### config.mk
export PLATFORM = sky130hd
export DESIGN_NAME = uart_rx_os16
export DESIGN_NICKNAME = d
export VERILOG_FILES = /design/src/rtl/uart_pkg.sv /design/src/rtl/uart_baud_tick.sv /design/src/rtl/uart_rx_os16.sv
export SDC_FILE = /design/constraint.sdc
export NUM_CORES = 1
export LEC_CHECK = 0
export BUFFER_PORTS_ARGS = -buffer_cell sky130_fd_sc_hd__buf_2
export CAP_MARGIN = 30
export CORE_MARGIN = 5
export CORE_UTILIZATION = 62
export DETAILED_ROUTE_END_ITERATION = 7
export PLACE_DENSITY = 0.8
export SLEW_MARGIN = 20
export SYNTH_ARGS = -nofsm -noshare
export SYNTH_HDL_FRONTEND = slang
export SYNTH_SLANG_ARGS = --single-unit
### constraint.sdc
create_clock -name clk -period 5.4 [get_ports clk]
set_clock_uncertainty 0.2 [all_clocks]
set_input_delay 0.54 -clock clk [delete_from_list [all_inputs] [get_ports clk]]
set_output_delay 0.54 -clock clk [all_outputs]
set_load 0.005 [all_outputs]
### src/rtl/uart_pkg.sv
// rtl/uart_pkg.sv - shared UART types, defaults and baud divider helper
package uart_pkg;

  typedef enum logic [2:0] {
    RX_IDLE,
    RX_START,
    RX_DATA,
    RX_STOP,
    RX_BREAK
  } rx_state_e;

  localparam int DEF_BAUD = 9600;
  localparam int DEF_CLKF = 100000000;
  localparam int DEF_DLEN = 8;
  localparam int DEF_OS   = 16;

  // Clocks per oversample tick, rounded to nearest.
  function automatic int baud_div(input int clkf, input int baud, input int os);
    longint den;
    den = longint'(baud) * longint'(os);
    return int'((longint'(clkf) + den / 2) / den);
  endfunction

endpackage

### src/rtl/uart_baud_tick.sv
// rtl/uart_baud_tick.sv - free-running oversample tick divider with sync restart
module uart_baud_tick #(
  parameter int DIV = 651
) (
  input  logic clk,
  input  logic rst,
  input  logic restart,
  output logic tick
);

  localparam int CW = (DIV > 1) ? $clog2(DIV) : 1;
  localparam logic [CW-1:0] LAST = CW'(DIV - 1);

  logic [CW-1:0] cnt;

  // A restart realigns the tick phase, so the pending tick is dropped.
  assign tick = !restart && (cnt == LAST);

  always_ff @(posedge clk) begin
    if (rst || restart) begin
      cnt <= '0;
    end else if (cnt == LAST) begin
      cnt <= '0;
    end else begin
      cnt <= cnt + 1'b1;
    end
  end

endmodule

### src/rtl/uart_rx_os16.sv
// rtl/uart_rx_os16.sv - oversampling UART receiver with 3-sample majority vote
module uart_rx_os16
  import uart_pkg::*;
#(
  parameter int BAUD = DEF_BAUD,
  parameter int CLKF = DEF_CLKF,
  parameter int DLEN = DEF_DLEN,
  parameter int OS   = DEF_OS
) (
  input  logic            clk,
  input  logic            rst,
  input  logic            i_rxs,
  output logic            o_rvalid,
  output logic [DLEN-1:0] o_rdata,
  output logic            o_ferr,
  output logic            o_nerr,
  output logic            o_busy
);

  localparam int DIV = baud_div(CLKF, BAUD, OS);
  localparam int TW  = $clog2(OS);
  localparam int BW  = $clog2(DLEN);

  localparam logic [TW-1:0] T_S0  = TW'(OS / 2 - 1);
  localparam logic [TW-1:0] T_S1  = TW'(OS / 2);
  localparam logic [TW-1:0] T_S2  = TW'(OS / 2 + 1);
  localparam logic [TW-1:0] T_END = TW'(OS - 1);
  localparam logic [BW-1:0] B_LAST = BW'(DLEN - 1);

  rx_state_e       state, state_nxt;
  logic            prev_rxs;
  logic            start_edge;
  logic            tick;
  logic [TW-1:0]   tick_cnt;
  logic [BW-1:0]   bit_cnt;
  logic            s0, s1;
  logic            vote, split;
  logic            nerr_acc;
  logic [DLEN-1:0] shreg;
  logic            at_s2, at_end;

  assign start_edge = (state == RX_IDLE) && prev_rxs && !i_rxs;
  assign at_s2      = tick && (tick_cnt == T_S2);
  assign at_end     = tick && (tick_cnt == T_END);

  // Third sample is the live line value at tick OS/2+1.
  assign vote  = (s0 & s1) | (s0 & i_rxs) | (s1 & i_rxs);
  assign split = !((s0 == s1) && (s1 == i_rxs));

  assign o_busy = (state != RX_IDLE);

  uart_baud_tick #(
    .DIV(DIV)
  ) u_baud_tick (
    .clk     (clk),
    .rst     (rst),
    .restart (start_edge),
    .tick    (tick)
  );

  always_ff @(posedge clk) begin
    if (rst) begin
      state <= RX_IDLE;
    end else begin
      state <= state_nxt;
    end
  end

  always_comb begin
    state_nxt = state;
    case (state)
      RX_IDLE:  if (start_edge) state_nxt = RX_START;
      RX_START: begin
        if (at_s2 && vote) begin
          state_nxt = RX_IDLE;
        end else if (at_end) begin
          state_nxt = RX_DATA;
        end
      end
      RX_DATA:  if (at_end && (bit_cnt == B_LAST)) state_nxt = RX_STOP;
      RX_STOP:  if (at_s2) state_nxt = vote ? RX_IDLE : RX_BREAK;
      RX_BREAK: if (tick && i_rxs && (tick_cnt == T_END)) state_nxt = RX_IDLE;
      default:  state_nxt = RX_IDLE;
    endcase
  end

  always_ff @(posedge clk) begin
    if (rst) begin
      prev_rxs <= 1'b1;
      tick_cnt <= '0;
      bit_cnt  <= '0;
      s0       <= 1'b0;
      s1       <= 1'b0;
      nerr_acc <= 1'b0;
      shreg    <= '0;
      o_rdata  <= '0;
      o_rvalid <= 1'b0;
      o_ferr   <= 1'b0;
      o_nerr   <= 1'b0;
    end else begin
      prev_rxs <= i_rxs;
      o_rvalid <= 1'b0;
      o_ferr   <= 1'b0;
      o_nerr   <= 1'b0;

      // In BREAK the tick counter counts consecutive high ticks instead of bit phase.
      if ((state == RX_IDLE) || (state_nxt != state)) begin
        tick_cnt <= '0;
      end else if (tick) begin
        if (state == RX_BREAK) begin
          tick_cnt <= i_rxs ? tick_cnt + 1'b1 : '0;
        end else begin
          tick_cnt <= (tick_cnt == T_END) ? '0 : tick_cnt + 1'b1;
        end
      end

      if (tick && (tick_cnt == T_S0)) s0 <= i_rxs;
      if (tick && (tick_cnt == T_S1)) s1 <= i_rxs;

      if (start_edge) begin
        nerr_acc <= 1'b0;
        bit_cnt  <= '0;
      end else if (at_s2 && split && (state inside {RX_START, RX_DATA, RX_STOP})) begin
        nerr_acc <= 1'b1;
      end

      if (state == RX_DATA) begin
        if (at_s2) shreg <= {vote, shreg[DLEN-1:1]};
        if (at_end && (bit_cnt != B_LAST)) bit_cnt <= bit_cnt + 1'b1;
      end

      if ((state == RX_STOP) && at_s2) begin
        o_nerr <= nerr_acc | split;
        if (vote) begin
          o_rvalid <= 1'b1;
          o_rdata  <= shreg;
        end else begin
          o_ferr <= 1'b1;
        end
      end
    end
  end

endmodule

; ---- Yosys cells after proc, flatten, opt, wreduce, memory -nomap -nowiden
; Cells that the tools add are included.
[word_totals]
reg_bits = 43
in_bits = 3
output_inout_bits = 12
elab_cells = 83
[op_classes]
addsub = 3
eq_ne = 14
mux = 16
bitwise = 7
n_reduce_logical = 30
[ops]
columns = cell, count
row1 = 3-bit 2-to-1 mux, 10
row2 = 1-bit logical AND, 16
row3 = 3-bit one-hot mux with 5 select lines, 1
row4 = 4-bit equality test (second input constant), 3
row5 = 4-bit 2-to-1 mux, 3
row6 = 10-bit by 1-bit adder with 10-bit output (second input constant), 1
row7 = 10-bit equality test (second input constant), 1
row8 = 2-bit OR reduction, 4
row9 = 3-bit by 2-bit equality test with 1-bit output (second input constant), 2
row10 = 3-bit equality test (second input constant), 2
row11 = 3-bit nonzero test, 2
row12 = 4-bit by 1-bit adder with 4-bit output (second input constant), 1
row13 = 4-bit by 3-bit equality test with 1-bit output (second input constant), 1
row14 = 2-bit AND reduction, 2
row15 = 3-bit by 1-bit adder with 3-bit output (second input constant), 1
row16 = 1-bit AND, 3
row17 = 3-bit by 1-bit equality test with 1-bit output (second input constant), 1
row18 = 1-bit logical NOT, 3
row19 = 3-bit logical NOT, 1
row20 = 3-bit != test, 1
row21 = 3-bit != test (second input constant), 1
row22 = 1-bit OR, 3
row23 = 1-bit equality test, 2
row24 = 1-bit logical OR, 2
row25 = 2 further kinds, 3

; ---- Depth between registers and ports, before layout
[logic_depth]
ltp_word = 12
ltp_mapped = 8
ltp_nobuf = 7

; ---- Cells and area by module
; Synthesis repeated with hierarchy kept, for this count alone.
[unflattened]
hier_cells = 228
area_unflattened_um2 = 2075.7
[modules_own_cells]
columns = mod, instances, cells_each, area_each_um2
row1 = uart_rx_os16, 1, 177, 1581.5
row2 = uart_baud_tick, 1, 51, 494.2

; ---- Least setup slack after synthesis
; OpenSTA, ideal clock, no wires.
[synth_path]
path_kind = input to register
start = input port i_rxs
end = register tick_cnt[0]
setup_ns = 0.124
t_arrival_ns = 1.862
t_required_ns = 5.076
path_slack_ns = 3.214
cell_stages = 6
n_path_buf = 1
cell_sequence = clkbuf_1 or4b_2 o21ai_0 nor4_1 o21ai_0 o31ai_1
[synth_via]
elab_chain_cells = 11
word_cells_on_any_way = 27
classes_between = eq/ne: 1 / mux: 10 / bitwise: 4 / reduce/logical: 12
[synth_lines]
columns = element, line_no
row1 = from (decl), uart_rx_os16.sv:12  ; input logic i_rxs,
row2 = 1-bit logical NOT, uart_rx_os16.sv:42  ; assign start_edge = (state == RX_IDLE) && prev_rxs && !i_rxs;
row3 = 1-bit logical AND, uart_rx_os16.sv:42
row4 = 1-bit logical NOT, uart_baud_tick.sv:17  ; assign tick = !restart && (cnt == LAST);
row5 = 1-bit logical AND, uart_baud_tick.sv:17
row6 = 1-bit logical AND (on tied branches), "uart_rx_os16.sv:44, uart_rx_os16.sv:82, uart_rx_os16.sv:43"
row7 = "3-bit 2-to-1 mux, or another cell as far along", uart_rx_os16.sv:76  ; end else if (at_end) begin
row8 = 3-bit 2-to-1 mux (on tied branches), "uart_rx_os16.sv:74, uart_rx_os16.sv:80, uart_rx_os16.sv:82"
row9 = 3-bit one-hot mux with 5 select lines, uart_rx_os16.sv:71  ; case (state)
row10 = 3-bit != test, uart_rx_os16.sv:107  ; if ((state == RX_IDLE) || (state_nxt != state)) begin
row11 = 1-bit logical OR, uart_rx_os16.sv:107
row12 = 2-bit OR reduction (no line), n/a
row13 = to (signal assigned), uart_rx_os16.sv:111  ; tick_cnt <= i_rxs ? tick_cnt + 1'b1 : '0;
row14 = to (signal assigned), uart_rx_os16.sv:113  ; tick_cnt <= (tick_cnt == T_END) ? '0 : tick_cnt + 1'b1;
row15 = to (decl), uart_rx_os16.sv:34  ; logic [TW-1:0] tick_cnt;
; Parallel ways exist; a longest one is shown, timed or not.
; A chain may end at the register's enable or synchronous reset.

; ---- Worst setup path after layout
[layout_path]
start = register state[1]
end = register tick_cnt[3]
[layout_via]
elab_chain_cells = 12
word_cells_on_any_way = 26
classes_between = eq/ne: 5 / mux: 8 / reduce/logical: 13
[layout_lines]
columns = element, line_no
row1 = from (decl), uart_rx_os16.sv:30  ; rx_state_e state, state_nxt;
row2 = from (signal assigned), uart_rx_os16.sv:65  ; state <= state_nxt;
row3 = 3-bit logical NOT, "uart_rx_os16.sv:42, uart_rx_os16.sv:71, uart_rx_os16.sv:107"
row4 = 1-bit logical AND (2 in series), uart_rx_os16.sv:42
row5 = 1-bit logical NOT, uart_baud_tick.sv:17
row6 = 1-bit logical AND, uart_baud_tick.sv:17
row7 = 1-bit logical AND (on tied branches), "uart_rx_os16.sv:44, uart_rx_os16.sv:82, uart_rx_os16.sv:43"
row8 = "3-bit 2-to-1 mux, or another cell as far along", uart_rx_os16.sv:76
row9 = 3-bit 2-to-1 mux (on tied branches), "uart_rx_os16.sv:74, uart_rx_os16.sv:80, uart_rx_os16.sv:82"
row10 = 3-bit one-hot mux with 5 select lines, uart_rx_os16.sv:71
row11 = 3-bit != test, uart_rx_os16.sv:107
row12 = 1-bit logical OR, uart_rx_os16.sv:107
row13 = 2-bit OR reduction (no line), n/a
; Parallel ways exist; a longest one is shown, timed or not.

==> flow_summary.yaml <==
global_route:
  grt_antenna_before_repair: 0
  grt_pass1_vias: 1460
  grt_max_degree: 30
  gr-total-overflow: 0
  track_usage: 0.184
  grt_pass1_wl_um: 6530
critical_path:
  path_buf_inv: 0
  crit_family: "simple AND/OR/NAND/NOR gates"
  crit_path_max_fanout: 14
  crit_path_end_kind: "flop"
  crit_path_cell_trace: "or3_1, nor3b_2, a41o_1, a31oi_4, o31ai_1"
  cp.arrival_ns: 2.49
  cpPeakStageDelay_ns: 0.61
  cpMaxStageDelayCell: "nor3b_2"
  critPathRequiredTime_ns: 5.45
  worstSetupPathType: "reg -> reg"
  crit_path_start_kind: "flop"
cells_and_area:
  final_cell_mix: "43 x dfxtp_1, 41 x nor2_1, 21 x mux2i_1, 14 x buf_2"
  final_cells: 286
  final_util: 0.683
  layout-drive-gt1-share: 0.133
  diodes: 0
  final_common_cell: "dfxtp_1"
  syn2layout_area_growth_pct: 6.93
  final_area_um2: 2260
  nFillCells: 279
  nets: 252
power:
  power-per-cell-area_nw_per_um2: 238
  peakVddDrop_mv: 0.183
  p_leak_nw: 1.00
clocking:
  clock_path_buffers: 2
  cts_sinks: 43
  post_cts_resized: 0
  h-tree-depth: 2
  clock-root-buffer: "clkbuf_4"
  cts_tree: "done"
  hold_buffers: 0
  path_clk_slew_ns: 0.12
  cts_buffers: 5
  post-cts-setup-buffer-count: 0
  clk_latency_ns: 0.34
floorplanning:
  start_util: 0.638
  chipWidth_um: 68.4
  dieHeight_um: 68.4
  fp.coreArea_um2: 3310
  row_count: 21
  ioPinCount: 15
  dieArea_um2: 4680
timing:
  worst_slack_ns: 2.96
  fin_crit_ns: 2.44
  tns_ns: 0
  rsz0062_at_grt: "false"
  setup_viol: 0
  hold_viol: 0
  fmax_mhz: 410
  relSlewSlack: 0.552
  drv_slew: 0
  worstMarginPinSlew_ns: 0.670
  period_share: 0.452
routing:
  wl_um: 3760
  drt-vias-per-instance: 5.66
  drt_pre_antenna_iters: 4
  drt-initial-drc-count: 117
  final_antenna_net_count: 0
  num_vias: 1618
  detail_route.wl_per_cell_um: 13.2
  drc: 0
synth:
  synth-edff-count: 0
  synthCells: 229
  seq_area_frac_synth: 0.407
  synth_seq_cells: 43
  synth.area.top_cells: "dfxtp_1 41%, mux2i_1 9.9%, nor2_1 7.3%"
  synthArstFlopShare: 0
  yosysUniqueCellTypes: 45
  synth_largest_area_cell: "dfxtp_1"
  synthesis.area_um2: 2110
  yosysWarnings: 0
  yosysTopAreaCellShare: 0.407
  synth-main-ff-cell: "dfxtp_1"
  avgSynthCellArea_um2: 9.23
  synth_nets: 241
worst_hold_path:
  hp-class: "reg -> reg"
run_status:
  status: "finished clean"
placed_design:
  dp_cells: 279
  pre_cts_slack_ns: 2.90
  dp_hpwl_um: 2720
  gp_congestion: 0.828
  placedInstanceArea_um2: 2190
  io_buffers: 14
flow_run:
  maxCapViolations: 0
## final timing paths
check,start,to,slack (ns),cells after the start
worst max-delay path,state[1],tick_cnt[3],2.96,5
worst max register to register,state[1],tick_cnt[3],2.96,5
worst min register to register,u_baud_tick.cnt[0],u_baud_tick.cnt[0],0.29,1
worst min-delay path,u_baud_tick.cnt[0],u_baud_tick.cnt[0],0.29,1
## registers in the layout, summed over array words and instances, names as in the netlist
name             cells
u_baud_tick.cnt     10
o_rdata              8
shreg                8
tick_cnt             4
bit_cnt              3
state                3
nerr_acc             1
o_ferr               1
o_nerr               1
o_rvalid             1
prev_rxs             1
s0                   1
s1                   1
## layer usage
layer | track usage | routed length, um
met5 | 0 | 0
met4 | 0.0695 | 46
met3 | 0.0427 | 91
met2 | 0.302 | 1850
met1 | 0.232 | 1780
## logic make-up (layout without fill, tap and decap cells)
| family | count (synthesis) | in the layout | synth area share |
|---|---|---|---|
| simple gates | 101 | 101 | 0.271 |
| flops | 43 | 43 | 0.407 |
| compound gates | 28 | 28 | 0.0918 |
| mux | 22 | 22 | 0.105 |
| buf+inv | 19 | 30 | 0.0426 |
| fa+ha+maj | 9 | 9 | 0.0533 |
| xor+xnor | 7 | 7 | 0.0290 |
## metrics by stage
step                hold WS [ns]  power [mW]
floorplan                  0.237       0.352
global placement           0.258       0.355
detailed placement         0.271       0.355
CTS                        0.303       0.544
global route               0.326       0.561
finish                     0.294       0.537
## cell type report
| type | count | area (um2) | share of cell area |
|---|---|---|---|
| Clock buffer | 6 | 41.3 | 0.0183 |
| Clock inverter | 1 | 30.0 | 0.0133 |
| Inverter | 8 | 30.0 | 0.0133 |
| Multi-Input combinational cell | 167 | 1160 | 0.514 |
| Sequential cell | 43 | 861 | 0.381 |
| Tap cell | 46 | 57.6 | 0.0255 |
| Timing Repair Buffer | 15 | 77.6 | 0.0343 |
## synth_stat cells (all sizes together), types with 5 or more instances
cell type and n:
a21oi 6, buf 5, clkbuf 6, dfxtp 43, ha 9, inv 8
mux2i 21, nand2 9, nand3 9, nand4 6, nor2 41, nor3 5
nor4 7, o21ai 8
## worst register-to-register path, cell delays in order (launching register included)
cell and delay [ns]:
dfxtp_1 0.47, or3_1 0.47, nor3b_2 0.61, a41o_1 0.24
a31oi_4 0.06, o31ai_1 0.29
## report_power, final
| group | switching [mW] | leakage, nW | internal (mW) |
|---|---|---|---|
| combinational | 0.0174 | 0.615 | 0.00780 |
| sequential | 0.00333 | 0.347 | 0.320 |
| clock | 0.0936 | 0.0383 | 0.0955 |
Note: power is estimated with default switching activity, not from simulation.
